<file path="src/rtl/nibble_add_seq.sv">
// nibble_add_seq: wide adder/subtractor built from one 4-bit CLA slice that is
// reused once per nibble, least-significant nibble first, with the carry held
// in a register between nibbles.
//
// Ports
//   clk    : clock, all state updates on the rising edge
//   reset  : synchronous active-high reset
//   start  : request, only sampled while idle
//   sub    : 0 = a + b + ci, 1 = a - b (ci ignored)
//   a, b   : W-bit operands, latched on an accepted start
//   ci     : carry-in for add, latched on an accepted start
//   busy   : high while nibbles are being processed
//   done   : one-cycle pulse, result valid
//   s      : W-bit sum/difference register
//   co     : carry out of the MSB (for sub: 1 = no borrow)
//   ovf    : signed overflow of the W-bit result

// 4-bit carry-lookahead slice: generate/propagate carries plus sum XORs.
module cla4_slice (
  input  logic [3:0] a,
  input  logic [3:0] b,
  input  logic       cin,
  output logic [3:0] sum,
  output logic       c3,
  output logic       cout
);

  logic [3:0] g;
  logic [3:0] p;
  logic       c1;
  logic       c2;

  assign g = a & b;
  assign p = a | b;

  assign c1   = g[0] | (p[0] & cin);
  assign c2   = g[1] | (p[1] & g[0]) | (p[1] & p[0] & cin);
  assign c3   = g[2] | (p[2] & g[1]) | (p[2] & p[1] & g[0])
              | (p[2] & p[1] & p[0] & cin);
  assign cout = g[3] | (p[3] & g[2]) | (p[3] & p[2] & g[1])
              | (p[3] & p[2] & p[1] & g[0])
              | (p[3] & p[2] & p[1] & p[0] & cin);

  assign sum = a ^ b ^ {c3, c2, c1, cin};

endmodule

module nibble_add_seq #(
  parameter int unsigned NIBBLES = 4
) (
  input  logic                 clk,
  input  logic                 reset,
  input  logic                 start,
  input  logic                 sub,
  input  logic [4*NIBBLES-1:0] a,
  input  logic [4*NIBBLES-1:0] b,
  input  logic                 ci,
  output logic                 busy,
  output logic                 done,
  output logic [4*NIBBLES-1:0] s,
  output logic                 co,
  output logic                 ovf
);

  localparam int unsigned W     = 4 * NIBBLES;
  localparam int unsigned IDX_W = $clog2(NIBBLES);
  localparam logic [IDX_W-1:0] IDX_LAST = IDX_W'(NIBBLES - 1);

  typedef enum logic [1:0] {
    ST_IDLE = 2'd0,
    ST_RUN  = 2'd1,
    ST_DONE = 2'd2
  } state_t;

  state_t           state_q;
  state_t           state_d;
  logic             accept_c;
  logic             run_c;
  logic [IDX_W-1:0] idx;
  logic [W-1:0]     op_a;
  logic [W-1:0]     op_b;
  logic             cr;
  logic             c3reg;
  logic [3:0]       slice_a;
  logic [3:0]       slice_b;
  logic [3:0]       slice_sum;
  logic             slice_c3;
  logic             slice_co;
  logic [W-1:0]     s_next;

  // State register.
  always_ff @(posedge clk) begin
    if (reset) begin
      state_q <= ST_IDLE;
    end else begin
      state_q <= state_d;
    end
  end

  // Next-state logic; DONE always returns to IDLE so start is ignored there.
  always_comb begin
    state_d  = state_q;
    accept_c = 1'b0;
    run_c    = 1'b0;
    case (state_q)
      ST_IDLE: begin
        if (start) begin
          accept_c = 1'b1;
          state_d  = ST_RUN;
        end
      end
      ST_RUN: begin
        run_c = 1'b1;
        if (idx == IDX_LAST) begin
          state_d = ST_DONE;
        end
      end
      ST_DONE: begin
        state_d = ST_IDLE;
      end
      default: begin
        state_d = ST_IDLE;
      end
    endcase
  end

  // Select the current nibble of each latched operand.
  always_comb begin
    slice_a = '0;
    slice_b = '0;
    for (int unsigned n = 0; n < NIBBLES; n++) begin
      if (idx == IDX_W'(n)) begin
        slice_a = op_a[4*n +: 4];
        slice_b = op_b[4*n +: 4];
      end
    end
  end

  cla4_slice u_slice (
    .a    (slice_a),
    .b    (slice_b),
    .cin  (cr),
    .sum  (slice_sum),
    .c3   (slice_c3),
    .cout (slice_co)
  );

  // Merge the slice sum into its nibble of the result.
  always_comb begin
    s_next = s;
    for (int unsigned n = 0; n < NIBBLES; n++) begin
      if (idx == IDX_W'(n)) begin
        s_next[4*n +: 4] = slice_sum;
      end
    end
  end

  // Datapath and registered status outputs.
  always_ff @(posedge clk) begin
    if (reset) begin
      idx   <= '0;
      op_a  <= '0;
      op_b  <= '0;
      cr    <= 1'b0;
      c3reg <= 1'b0;
      s     <= '0;
      busy  <= 1'b0;
      done  <= 1'b0;
    end else begin
      busy <= (state_d == ST_RUN);
      done <= (state_d == ST_DONE);
      if (accept_c) begin
        // Subtraction is a + ~b + 1.
        op_a <= a;
        op_b <= sub ? ~b : b;
        cr   <= sub | ci;
        idx  <= '0;
        s    <= '0;
      end else if (run_c) begin
        s     <= s_next;
        cr    <= slice_co;
        c3reg <= slice_c3;
        if (idx != IDX_LAST) begin
          idx <= idx + IDX_W'(1);
        end
      end
    end
  end

  // Both terms are registers; after the last nibble they give the MSB carries.
  assign co  = cr;
  assign ovf = c3reg ^ cr;

endmodule

</file>
<file path="config.mk">
export PLATFORM = sky130hd
export DESIGN_NAME = nibble_add_seq
export DESIGN_NICKNAME = d
export VERILOG_FILES = /design/src/rtl/nibble_add_seq.sv
export SDC_FILE = /design/constraint.sdc
export NUM_CORES = 1
export LEC_CHECK = 0
export CORE_MARGIN = 8
export CORE_UTILIZATION = 55
export DETAILED_ROUTE_END_ITERATION = 10
export DONT_BUFFER_PORTS = 1
export GPL_TIMING_DRIVEN = 0
export PLACE_DENSITY_LB_ADDON = 0.1
export SYNTH_ARGS = -nofsm -noshare
export SYNTH_HDL_FRONTEND = slang
export SYNTH_SLANG_ARGS = --single-unit
</file>
<file path="constraint.sdc">
create_clock -name clk -period 3.28 [get_ports clk]
set_input_delay 0.328 -clock clk [delete_from_list [all_inputs] [get_ports clk]]
set_output_delay 0.328 -clock clk [all_outputs]
set_load 0.005 [all_outputs]
</file>
==> metrics.md, run 1 <==
| Metric | Value |
|---|---|
| Antenna diode count | 0 |
| Clock slew at reported path FFs | 100 ps |
| Tcrit/Tclk final | 92.9% |
| Arrival time of the worst setup path | 3240 ps |
| Ranking of synthesized cells by area | dfxtp_1 40%, nand2_1 5.8%, a21oi_1 5.7% |
| Simple-gate share of the synthesized area | 21.6% |
| Synth Area in Adders | 6.09% |
| CTS Buf Count | 5 |
| Yosys top cell area share | 40.1% |
| Maxcap violations | 0 |
| Setup Viol. Count Final | 0 |
| Starting Density | 55.8% |
| Hold Path Stages | 2 |
| First-pass GRT wire length | 11400 um |
| EDFF count, synth | 0 |
| CP cell instances | ha_1 > clkbuf_1 > clkbuf_1 > nor3_1 > a21o_1 > ha_1 > or3_1 > o211ai_1 > o31ai_1 |
| Area share of xor/xnor cells in the synthesized design | 5.95% |
| Crit-path max cell delay | 420 ps |
| Status | complete, no violations |
| Slew headroom | 63.0% |
| YS warnings | 0 |
| Routability cong. | 0.867 |
| Most common cell in the synthesized netlist | dfxtp_1 |
| Register area share after synthesis | 40.1% |
| Crit end category | flip-flop |
| Ys async rst share | 0% |
| Synth Instances | 330 |
| Syn nets | 380 |
| Dominant cell type by area after synthesis | dfxtp_1 |
| Crit path required time | 3470 ps |
| Yosys reg bits | 56 |
| DRT iter0 DRCs | 86 |
| Post-synthesis mux area share | 0.358% |
| Reg-to-Reg End | s[15]$_SDFFE_PP0P_ |
| Drt wl/cell | 16.7 um |
| Tmin final | 3050 ps |
| Leading register cell type out of synthesis | dfxtp_1 |
| Reg2reg path depth | 9 |
| Top cells by count, synth | 56 x dfxtp_1, 43 x nand2_1, 32 x a21oi_1 |
| CTS tree | built |
| CTS root buf | clkbuf_8 |
| Critical Path Start | idx[0]$_SDFFE_PP0P_ |
| Critical-path maximum fanout | 10 |
| Overflow after GRT | 0 |
| Nets | 387 |
| Area delta synth->final | 6.40% |
| Maximum clock frequency | 328 MHz |
| I/O pins | 57 |
| GRT Util Overall | 19.2% |
| Rows | 26 |
| DP HPWL | 5170 um |
| Largest family of logic cells by synthesized area | simple AND/OR/NAND/NOR gates |
| Synthesized area per cell | 8.47 sq um |
| CTS hold repair buffers | 0 |
| Vias | 2299 |
| Die area | 7620 sq um |
| Clk_lat worst skew | 310 ps |
| Hold Fails Final Rpt | 0 |
| Mapped cell area | 2800 sq um |
| Die X-Extent | 87.3 um |
| Worst Hold Slack | 142 ps |
| # clock sinks | 56 |
| Initial antenna violation count | 0 |
| Hold endpoint | op_a[4]$_SDFFE_PP0P_ |
| Worst VDD drop | 0.233 mV |
| Compound-Gate Fraction of Synth Area | 20.9% |
| Die H | 87.3 um |
| Core box area | 5010 sq um |
| RSZ-0062 raised after global routing | no |
| FF-to-FF setup slack | 230 ps |
| Final ANT Viol Nets | 0 |
| Slew at the pin closest to its max-slew limit | 556 ps |
| Cell Pwr Density | 463 nW/um^2 |
| Final WL | 6800 um |
| Launch point of the worst reg-to-reg path | idx[0]$_SDFFE_PP0P_ |
| DRT Pass-1 Iters | 4 |
| Total Negative Setup Slacks | 0 ps |
| Leakage | 1.12 nW |
| Vias in the first global route | 2360 |
| Pin count of the biggest net entering global routing | 16 |
| Number of distinct library cells after synthesis | 39 |
| Post-route DRC | 0 |
| Critical-path top delay cell | dfxtp_1 |
| Vias per inst | 5.63 |
| Number of port buffers | 0 |
| Max-slew violations | 0 |
| Share of layout cells above drive strength 1 | 8.28% |
| HP Class | primary input to flip-flop |
| Clock Path Buffers | 2 |
| Setup CP Type | flip-flop to flip-flop |
| Crit start category | flip-flop |
| Fin Clk Skew | 4.18 ps |
| Hold Crit Start | a[4] |
| H-Tree Level Count | 2 |
worst max-delay path by stage:
stage / endpoint / slack [ps] / cells after the start
after global placement: s[15]$_SDFFE_PP0P_ / 290 / 10
after global routing: s[7]$_SDFFE_PP0P_ / 2 / 9
final: s[15]$_SDFFE_PP0P_ / 230 / 9
after detailed placement: s[15]$_SDFFE_PP0P_ / 250 / 9
after CTS: s[15]$_SDFFE_PP0P_ / 250 / 9
after floorplan: s[15]$_SDFFE_PP0P_ / 710 / 11
critical path, delay by kind of cell (launching register included):
kind            cells  cell delay [ps]
simple gates        2              490
fa+ha+maj           2              520
flops               1              420
compound gates      3              650
buf+inv             2              830
stage by stage:
step / power [W] / setup WS (ps) / utilization [%] / std cells / area [sq um]
after floorplan: 0.000944 / 707 / - / 330 / 2800
after global placement: 0.000999 / 295 / 57.6 / 400 / 2880
after detailed placement: 0.00100 / 249 / 57.6 / 400 / 2880
after CTS: 0.00138 / 249 / 59.4 / 408 / 2970
after global routing: 0.00145 / 2.01 / 59.4 / 408 / 2980
final: 0.00138 / 233 / 59.4 / 408 / 2980
state kept, by name, indices dropped and copies added (netlist names):
| register | flops |
|---|---|
| done | 1 |
| state_q | 2 |
| busy | 1 |
| op_a | 16 |
| c3reg | 1 |
| op_b | 16 |
| s | 16 |
| co | 1 |
| idx | 2 |
cell type report:
| type | instances | area (sq um) |
|---|---|---|
| inverter | 4 | 15.0 |
| multi-input combinational | 245 | 1530 |
| fill | 506 | 2030 |
| clock buffer | 8 | 90.1 |
| buffer | 25 | 128 |
| tap | 70 | 87.6 |
| sequential | 56 | 1120 |
per-layer routing:
metal / up-vias / part of all wire [%] / track usage [%] / wire length [um]
met2: 69 / 46 / 31.6 / 3140
met5: - / 0 / 0 / 0
met1: 1061 / 46 / 23.7 / 3110
met4: 0 / 0.76 / 5.94 / 52
met3: 5 / 7.2 / 5.19 / 493
li1: 1164 / - / - / -
cells by family after synthesis:
family,count (synthesis)
AO/OA/AOI/OAI,88
flip-flops,56
adder cells (fa/ha/maj),13
buffers and inverters,29
XOR/XNOR,19
AND/OR/NAND/NOR,124
multiplexers,1
cell usage in the layout (no fill, tap or decap), types with 2 or more instances in the layout:
| cell type | n |
|---|---|
| o31ai_1 | 4 |
| clkbuf_8 | 6 |
| dfxtp_1 | 56 |
| xnor2_1 | 18 |
| a21oi_1 | 32 |
| a311oi_1 | 3 |
| a31oi_1 | 4 |
| nand2_1 | 43 |
| or3_1 | 5 |
| nor3_1 | 10 |
| clkbuf_1 | 11 |
| nand2_2 | 2 |
| a211oi_1 | 21 |
| nand3_1 | 8 |
| o211ai_1 | 2 |
| buf_2 | 11 |
| nor2_1 | 26 |
| inv_1 | 4 |
| ha_1 | 12 |
| a221oi_1 | 9 |
| buf_6 | 2 |
| o21ai_0 | 3 |
| nor2b_1 | 19 |
| nand4_1 | 3 |
| a21o_1 | 8 |
timing repair:
item,CTS,global route
gates resized for setup,0,2
setup buffers,0,0
endpoints found under the setup margin,0,1
report_power, final:
part	switching (W)	internal, W
registers	0.0000246	0.000716
logic	0.000147	0.000101
clock network	0.000216	0.000173
Note: power is estimated with default switching activity, not from simulation.
==> run 2, diff against run 1 <==
Settings changed: SYNTH_HIERARCHICAL set to 1.
Clock period 3.28 ns to 3.5 ns, I/O delays scaled along.
==> run 2 against run 1 <==
Effect of this change:
- register-to-register slack better by 140 ps
- critical path depth grew 4
- power is 4.9% lower
- clock skew up 9.9 ps
- non-clock buffer count fell by 1
- critical endpoint is now s[11]$_SDFFE_PP0P_
- largest cell class unchanged
- largest power group unchanged
==> metrics.md, run 2 <==
| Metric | Value |
|---|---|
| Status | complete, no violations (unchanged) |
| DRT Pass-1 Iters | 4 (unchanged) |
| Critical-path top delay cell | o31ai_1 (was dfxtp_1) |
| Final Cell Area | 2990 sq um (was 2980 sq um) |
| Crit start category | flip-flop (unchanged) |
| Crit path required time | 3740 ps (was 3470 ps) |
| GR Util met3 | 5.38% (was 5.19%) |
| Number of distinct library cells after synthesis | 38 (was 39) |
| Overflow after GRT | 0 (unchanged) |
| Reg-to-Reg End | s[11]$_SDFFE_PP0P_ (was s[15]$_SDFFE_PP0P_) |
| Hold Fails Final Rpt | 0 (unchanged) |
| CTS root buf | clkbuf_8 (unchanged) |
| First-pass GRT wire length | 10700 um (was 11400 um) |
| H-Tree Level Count | 2 (unchanged) |
| Die H | 87.4 um (was 87.3 um) |
| Grt peak-use layer | met2 (unchanged) |
| GRT Util Overall | 17.8% (was 19.2%) |
| Leading register cell type out of synthesis | dfxtp_1 (unchanged) |
| Hold Path Stages | 2 (unchanged) |
| Clock Path Buffers | 2 (unchanged) |
| Met2 usage | 28.7% (was 31.6%) |
| Top cells by count, synth | 59 x nand2_1, 56 x dfxtp_1, 34 x a21oi_1 (was 56 x dfxtp_1, 43 x nand2_1, 32 x a21oi_1) |
| Ranking of synthesized cells by area | dfxtp_1 40%, nand2_1 7.9%, ha_1 6.2% (was dfxtp_1 40%, nand2_1 5.8%, a21oi_1 5.7%) |
| YS warnings | 6 (was 0) |
| FF-to-FF setup slack | 370 ps (was 230 ps) |
| Slew at the pin closest to its max-slew limit | 567 ps (was 556 ps) |
| # clock sinks | 56 (unchanged) |
| Dominant cell type by area after synthesis | dfxtp_1 (unchanged) |
| Critical-path maximum fanout | 8 (was 10) |
| Crit end category | flip-flop (unchanged) |
| Ys async rst share | 0% (unchanged) |
| Tcrit/Tclk final | 89.3% (was 92.9%) |
| Post-route DRC | 0 (unchanged) |
| Worst VDD drop | 0.224 mV (was 0.233 mV) |
| GRT met1 Usage | 22.2% (was 23.7%) |
| Setup Viol. Count Final | 0 (unchanged) |
| Clock slew at reported path FFs | 100 ps (about the same) |
| CTS tree | built (unchanged) |
| Util after Layout | 59.7% (was 59.4%) |
| Vias | 2233 (was 2299) |
| Starting Density | 56.0% (was 55.8%) |
| Most common cell in the synthesized netlist | nand2_1 (was dfxtp_1) |
| Routability cong. | 0.761 (was 0.867) |
| Hold endpoint | op_a[9]$_SDFFE_PP0P_ (was op_a[4]$_SDFFE_PP0P_) |
| Post-CTS Setup Repair Bufs | 0 (unchanged) |
| Rows | 26 (unchanged) |
| Filler Cell Count | 507 (was 506) |
| Die X-Extent | 87.4 um (was 87.3 um) |
| Launch point of the worst reg-to-reg path | idx[1]$_SDFFE_PP0P_ (was idx[0]$_SDFFE_PP0P_) |
| Syn nets | 384 (was 380) |
| Synth Instances | 332 (was 330) |
| Mapped cell area | 2810 sq um (was 2800 sq um) |
| Arrival time of the worst setup path | 3360 ps (was 3240 ps) |
| Cell Pwr Density | 438 nW/um^2 (was 463 nW/um^2) |
| RSZ-0062 raised after global routing | no (unchanged) |
| Yosys top cell area share | 40.0% (was 40.1%) |
| Total Negative Setup Slacks | 0 ps (unchanged) |
| Leakage | 1.09 nW (was 1.12 nW) |
| Number of port buffers | 0 (unchanged) |
| Area delta synth->final | 6.69% (was 6.40%) |
| Biggest regs | op_a: 16 flops, op_b: 16 flops, s: 16 flops (unchanged) |
| Nets | 391 (was 387) |
| Max-slew violations | 0 (unchanged) |
| Most common cell after layout, fill and taps aside | nand2_1 (was dfxtp_1) |
| Drt wl/cell | 15.8 um (was 16.7 um) |
| Worst Hold Slack | 157 ps (was 142 ps) |
| Fin Clk Skew | 14.1 ps (was 4.18 ps) |
| Tmin final | 3130 ps (was 3050 ps) |
| Reg2reg path depth | 13 (was 9) |
| Setup CP Type | flip-flop to flip-flop (unchanged) |
| Maximum clock frequency | 320 MHz (was 328 MHz) |
| CTS Buf Count | 5 (unchanged) |
| Register area share after synthesis | 40.0% (was 40.1%) |
| HP Class | primary input to flip-flop (unchanged) |
| Core box area | 5010 sq um (unchanged) |
| Post-DP Area | 2890 sq um (was 2880 sq um) |
| DP HPWL | 5010 um (was 5170 um) |
| DRT iter0 DRCs | 75 (was 86) |
| Synthesized area per cell | 8.45 sq um (was 8.47 sq um) |
| Die area | 7640 sq um (was 7620 sq um) |
| Vias per inst | 5.45 (was 5.63) |
| Vias in the first global route | 2229 (was 2360) |
| Final WL | 6470 um (was 6800 um) |
| EDFF count, synth | 0 (unchanged) |
| Hold Crit Start | a[9] (was a[4]) |
| CP cell instances | inv_1 > ha_1 > nor2b_1 > buf_2 > a221oi_1 > o31ai_1 > inv_1 > ha_1 > nand2b_1 > and3_4 > a211oi_2 > nand3_1 > a21oi_1 (was ha_1 > clkbuf_1 > clkbuf_1 > nor3_1 > a21o_1 > ha_1 > or3_1 > o211ai_1 > o31ai_1) |
| Yosys reg bits | 56 (unchanged) |
| Maxcap violations | 0 (unchanged) |
| Antenna diode count | 0 (unchanged) |
| Most frequent cells in the layout | 59 x nand2_1, 56 x dfxtp_1, 34 x a21oi_1 (was 56 x dfxtp_1, 43 x nand2_1, 32 x a21oi_1) |
| Final ANT Viol Nets | 0 (unchanged) |
| I/O pins | 57 (unchanged) |
| Share of layout cells above drive strength 1 | 8.53% (was 8.28%) |
| Initial antenna violation count | 0 (unchanged) |
| Pin count of the biggest net entering global routing | 17 (was 16) |
| Crit-path max cell delay | 470 ps (was 420 ps) |
| Slew headroom | 62.2% (was 63.0%) |
| Clk_lat worst skew | 310 ps (about the same) |
==> run 2: per-layer routing <==
layer	vias up	wire, um
met3	5	475
met5	-	0
met2	66	2970
met4	0	59
met1	1031	2960
li1	1131	-
==> run 2: how the worst max path moves through the flow <==
stage                              startpoint                  to  slack, ps  cells after the start
final                     idx[1]$_SDFFE_PP0P_  s[11]$_SDFFE_PP0P_        370                     13
after global routing      idx[1]$_SDFFE_PP0P_     co$_SDFFE_PP0P_         60                     13
after CTS                 idx[0]$_SDFFE_PP0P_  s[11]$_SDFFE_PP0P_        190                     11
after detailed placement  idx[0]$_SDFFE_PP0P_  s[11]$_SDFFE_PP0P_        240                     11
after global placement    idx[0]$_SDFFE_PP0P_   s[6]$_SDFFE_PP0P_        290                     11
after floorplan           idx[0]$_SDFFE_PP0P_     co$_SDFFE_PP0P_        960                     11
==> run 2: worst max-delay path: cells and delay by family (launching register included) <==
kind | cells | cell delay [ps]
flip-flops | 1 | 420
AND/OR/NAND/NOR | 4 | 630
AO/OA/AOI/OAI | 4 | 1120
buffers and inverters | 3 | 390
adder cells (fa/ha/maj) | 2 | 490
==> run 2: logic make-up (layout without fill, tap and decap cells) <==
family	count (synthesis)	after routing	synth area share (%)
adders and majority gates	15	15	6.96
buffers and inverters	41	49	7.49
AOI/OAI and AO/OA	75	75	17.8
muxes	2	2	0.714
and+or+nand+nor	123	123	20.8
xor gates and xnor gates	20	20	6.24
DFF	56	56	40.0
==> run 2: metrics by stage <==
stage               power (W)  setup WS, ps  std cells
global route          0.00138          63.3        410
detailed placement   0.000956           239        402
finish                0.00131           374        410
floorplan            0.000898           959        332
global placement     0.000950           287        402
CTS                   0.00132           195        410
==> run 2: where the power goes <==
group          internal (W)  switching (W)  leakage [nW]
clock              0.000161       0.000208        0.0445
sequential         0.000672      0.0000218         0.459
combinational      0.000102       0.000143         0.589
==> run 2: repair_timing <==
item | 4_1_cts | 5_1_grt
setup endpoints to repair | 0 | 13
hold buffers | 0 | 0
resized for setup | 0 | 3
==> run 2: area by class of cell <==
class / count / area, sq um / share of cell area, %
clock inverters: 1 / 7.51 / 0.251
inverters: 17 / 63.8 / 2.13
plain buffers: 24 / 148 / 4.93
multi-input cells: 235 / 1480 / 49.4
flip-flops and latches: 56 / 1120 / 37.5
clock buffers: 7 / 86.3 / 2.88
well taps: 70 / 87.6 / 2.93
